[config.mk]
export PLATFORM = sky130hd
export DESIGN_NAME = hp_addsub_sequencer
export DESIGN_NICKNAME = d
export VERILOG_FILES = /design/src/rtl/hp_addsub_sequencer.sv
export SDC_FILE = /design/constraint.sdc
export NUM_CORES = 1
export LEC_CHECK = 0
export ABC_AREA = 1
export CAP_MARGIN = 20
export CORE_ASPECT_RATIO = 1.75
export CORE_MARGIN = 2
export CORE_UTILIZATION = 29
export DETAILED_ROUTE_END_ITERATION = 12
export SLEW_MARGIN = 20
export SYNTH_ARGS = -nofsm -noshare
export SYNTH_HDL_FRONTEND = slang
export SYNTH_SLANG_ARGS = --single-unit
[constraint.sdc]
create_clock -name clk -period 3.8 [get_ports clk]
set_clock_uncertainty 0.2 [all_clocks]
set_input_delay 0.76 -clock clk [delete_from_list [all_inputs] [get_ports clk]]
set_output_delay 0.76 -clock clk [all_outputs]
set_load 0.05 [all_outputs]
[src/rtl/hp_addsub_sequencer.sv]
// Issue/capture sequencer around a combinational half-precision add/sub.
// Holds operands for LAT cycles, then registers result and flags.
module hp_addsub_sequencer #(
  parameter int NEXP        = 5,
  parameter int NSIG        = 10,
  parameter int NTYPES      = 5,
  parameter int NEXCEPTIONS = 5,
  parameter int LAT         = 1
) (
  input  logic                   clk,
  input  logic                   rst,
  input  logic                   in_valid,
  output logic                   in_ready,
  input  logic                   op,
  input  logic [NEXP+NSIG:0]     a,
  input  logic [NEXP+NSIG:0]     b,
  output logic [NEXP+NSIG:0]     add_a,
  output logic [NEXP+NSIG:0]     add_b,
  input  logic [NEXP+NSIG:0]     add_s,
  input  logic [NTYPES-1:0]      add_flags,
  input  logic [NEXCEPTIONS-1:0] add_exc,
  output logic                   out_valid,
  input  logic                   out_ready,
  output logic [NEXP+NSIG:0]     result,
  output logic [NTYPES-1:0]      bfFlags,
  output logic [NEXCEPTIONS-1:0] exception,
  output logic [NEXCEPTIONS-1:0] sticky_exc,
  input  logic                   clr_sticky
);

  localparam int W = NEXP + NSIG + 1;
  localparam logic [3:0] CNT_INIT = 4'(LAT - 1);

  typedef enum logic [1:0] {
    S_IDLE,
    S_EXEC,
    S_HOLD
  } state_t;

  state_t r_state;
  state_t w_next;

  logic [3:0]             r_cnt;
  logic [W-1:0]           r_a;
  logic [W-1:0]           r_b;
  logic [W-1:0]           r_res;
  logic [NTYPES-1:0]      r_flags;
  logic [NEXCEPTIONS-1:0] r_exc;
  logic [NEXCEPTIONS-1:0] r_sticky;
  logic                   r_ovalid;

  logic w_accept;
  logic w_capture;
  logic w_consume;

  assign w_accept  = in_valid & in_ready;
  assign w_capture = (r_state == S_EXEC) && (r_cnt == 4'd0);
  assign w_consume = (r_state == S_HOLD) && out_ready;

  // State register
  always_ff @(posedge clk or posedge rst) begin
    if (rst) r_state <= S_IDLE;
    else     r_state <= w_next;
  end

  // Next-state: accept enters EXEC, capture enters HOLD, consume exits
  always_comb begin
    w_next = r_state;
    unique case (r_state)
      S_IDLE: if (w_accept) w_next = S_EXEC;
      S_EXEC: if (w_capture) w_next = S_HOLD;
      S_HOLD: begin
        if (w_accept)       w_next = S_EXEC;
        else if (out_ready) w_next = S_IDLE;
      end
      default: w_next = S_IDLE;
    endcase
  end

  // Handshake output: ready when idle or when the held result drains now
  always_comb begin
    in_ready = 1'b0;
    unique case (r_state)
      S_IDLE:  in_ready = 1'b1;
      S_HOLD:  in_ready = out_ready;
      default: in_ready = 1'b0;
    endcase
  end

  // Operand capture and settle counter
  always_ff @(posedge clk or posedge rst) begin
    if (rst) begin
      r_a   <= '0;
      r_b   <= '0;
      r_cnt <= 4'd0;
    end else if (w_accept) begin
      r_a   <= a;
      r_b   <= {b[W-1] ^ op, b[W-2:0]};
      r_cnt <= CNT_INIT;
    end else if (r_state == S_EXEC && r_cnt != 4'd0) begin
      r_cnt <= r_cnt - 4'd1;
    end
  end

  // Result register and its valid flag
  always_ff @(posedge clk or posedge rst) begin
    if (rst) begin
      r_res    <= '0;
      r_flags  <= '0;
      r_exc    <= '0;
      r_ovalid <= 1'b0;
    end else if (w_capture) begin
      r_res    <= add_s;
      r_flags  <= add_flags;
      r_exc    <= add_exc;
      r_ovalid <= 1'b1;
    end else if (w_consume) begin
      r_ovalid <= 1'b0;
    end
  end

  // Sticky exceptions; a capture's bits survive a coincident clear
  always_ff @(posedge clk or posedge rst) begin
    if (rst)
      r_sticky <= '0;
    else if (w_capture)
      r_sticky <= (clr_sticky ? '0 : r_sticky) | add_exc;
    else if (clr_sticky)
      r_sticky <= '0;
  end

  assign add_a      = r_a;
  assign add_b      = r_b;
  assign result     = r_res;
  assign bfFlags    = r_flags;
  assign exception  = r_exc;
  assign sticky_exc = r_sticky;
  assign out_valid  = r_ovalid;

endmodule

==> qor.txt <==
Largest cells by area after synthesis -> dfrtp_1 (62%), nand2_1 (13%), nand3_1 (6.7%)
WL final -> 7170 um
Largest net degree at the start of global routing -> 60
Placement Cell Area -> 0.00423 mm^2
Input/output buffers -> 128
Gp weighted congestion -> 0.708
GRT Util Overall -> 14.5%
Critical-path top delay cell -> clkdlybuf4s50_1
Final nets -> 502
Synth top area share -> 62.0%
Synth Register Bits -> 70
Final instance area -> 0.00450 mm^2
Biggest area consumer among synthesized cells -> dfrtp_1
Fmax -> 0.375 GHz
Global routing usage on met3 -> 4.48%
Required @ worst endpoint -> 2840 ps
Die height -> 135 um
Met2 Track Usage GR -> 25.6%
Hold slack final -> 275 ps
Pre-CTS setup slack -> 978 ps
Post-synth EDFFs -> 0
RSZ-0062 raised after global routing -> no
Lkg Pwr -> 2.17 nW
Power Dens Cells -> 1030 mW/mm^2
Clk sink count -> 70
Drt drc -> 0
Syn avg cell area -> 9.14 um^2
Sequential share of the synthesized area -> 62.0%
Hold_sp -> add_a[8]
DP Wirelength -> 5270 um
DIE AREA -> 0.0106 mm^2
Busiest grt layer -> met2
Hold/Removal Path Class -> reg2reg
# rows -> 47
Layout Cells excl Fill -> 561
Core area -> 0.00947 mm^2
Top Ports -> 129
CTS tree -> done
# Post-CTS Setup Buffers -> 0
GRT met1 Usage -> 15.6%
Final setup fails -> 0
WS Path Type -> in2out
Status -> complete, no violations
Avg Vias per Cell -> 4.30
Worst slew pin tran -> 734 ps
CTS Buf Count -> 9
CP Launch Type -> input pin
Clock Tree Buf Depth -> 2
Layout area overhead -> 59.2%
Inst Count DP -> 547
Final TNS setup -> 0 ps
Yosys cell types -> 19
Post-route ant nets -> 0
Fin util -> 47.5%
Syn Nets -> 375
Layout cells sized above 1 -> 5.24%
Clk slew on worst S/H paths -> 50 ps
Syn. warnings -> 0
GRT overflow -> 0
Vias in the first global route -> 2478
Critical path, cell by cell -> clkdlybuf4s50_1 > inv_1 > a21oi_2 > buf_12
Count leader, synth -> nand2_1
Main synth FF type -> dfrtp_1
First-pass GRT wire length -> 12000 um
Drt pass-1 iters -> 4
Async S/R FF share, synth -> 100%
Ant diodes -> 0
Initial DRC Count -> 62
Fin crit share -> 70.2%
Mapped Area -> 0.00282 mm^2
Minimum clock period after layout -> 2670 ps
Most frequent cells after synthesis -> nand2_1 (98), dfrtp_1 (70), inv_1 (40), nand3_1 (38), o21ai_0 (27)
MaxCap Viol Count -> 0
Htree depth -> 3
Drt wl/cell -> 12.8 um
Initial antenna violation count -> 0
Clk_lat worst skew -> 320 ps
Slew Limit Fails -> 0
CTS root buf -> clkbuf_16
Crit path from -> out_ready
R2r startpoint -> r_state[0]
Gate Count Post-Synth -> 309
Worst Setup End Kind -> primary output
Hold Buf Count CTS -> 0
CTS resizes -> 0
Crit-path max FO -> 3
Overall power -> 4.64 mW
Max incr delay on CP -> 490 ps
Setup ws final -> 1130 ps
DIE WIDTH -> 78.6 um
Via count -> 2415
CP arrival -> 1710 ps
Final Hold Fails -> 0
Maximum vdd drop -> 0.584 mV
Normalized max-slew margin -> 51.0%
Starting Density -> 29.8%
==> layer usage <==
layer  up-vias  wire, um
met5         -         0
met4         0       176
met3        11       459
met2        86      3780
met1      1097      2750
li1       1221         -
==> kinds of logic after synthesis <==
logic type | count (synthesis) | synth area share (%)
AO/OA/AOI/OAI | 38 | 7.44
adder cells (fa/ha/maj) | 2 | 0.886
XOR/XNOR | 2 | 0.620
flip-flops | 70 | 62.0
buffers and inverters | 56 | 8.24
AND/OR/NAND/NOR | 141 | 20.8
==> state kept, by name (all words and copies together) (netlist names) <==
signal,cells
add_a,16
sticky_exc,5
r_state,2
r_cnt,4
bfFlags,5
result,16
out_valid,1
exception,5
add_b,16
==> report_power, final <==
| part | internal, mW | switching (mW) | leakage (nW) |
|---|---|---|---|
| Combinational | 0.838 | 1.78 | 1.17 |
| Sequential | 1.10 | 0.196 | 0.869 |
| Clock | 0.449 | 0.278 | 0.128 |
==> final timing paths <==
check / slack (ps) / end / cells past startpoint
setup / recovery: 1130 / in_ready / 4
hold / removal: 280 / add_a[8] / 2
setup reg to reg: 1890 / add_a[13] / 5
hold reg to reg: 280 / add_a[8] / 2
max in group asynchronous: 2070 / add_a[3] / 3
min in group asynchronous: 680 / exception[4] / 2
==> worst max-delay path: cells and delay by family <==
kind                   cells  cell delay (ps)
AO/OA/AOI/OAI              1              210
buffers and inverters      3              740
==> cells in the final DEF, fill, tap and decap left out, drive strengths merged, types with 2 or more instances in the layout <==
cell and n:
o22ai 5, o21ai 30, ha 2, inv 40, dfrtp 70, clkbuf 12, a21oi 2, clkdlybuf4s50 127
nor2 2, clkinv 2, nand2 98, buf 5, nand3 39
==> area by class of cell <==
type                       count  area [um^2]
clock buffer                  12          246
clock inverter                 2         10.0
fill                         925         4970
inverter                      40          150
multi-input combinational    183          851
sequential                    70         1750
tap                          122          153
timing repair buffer         132         1330
(Power assumes the default switching activity.)
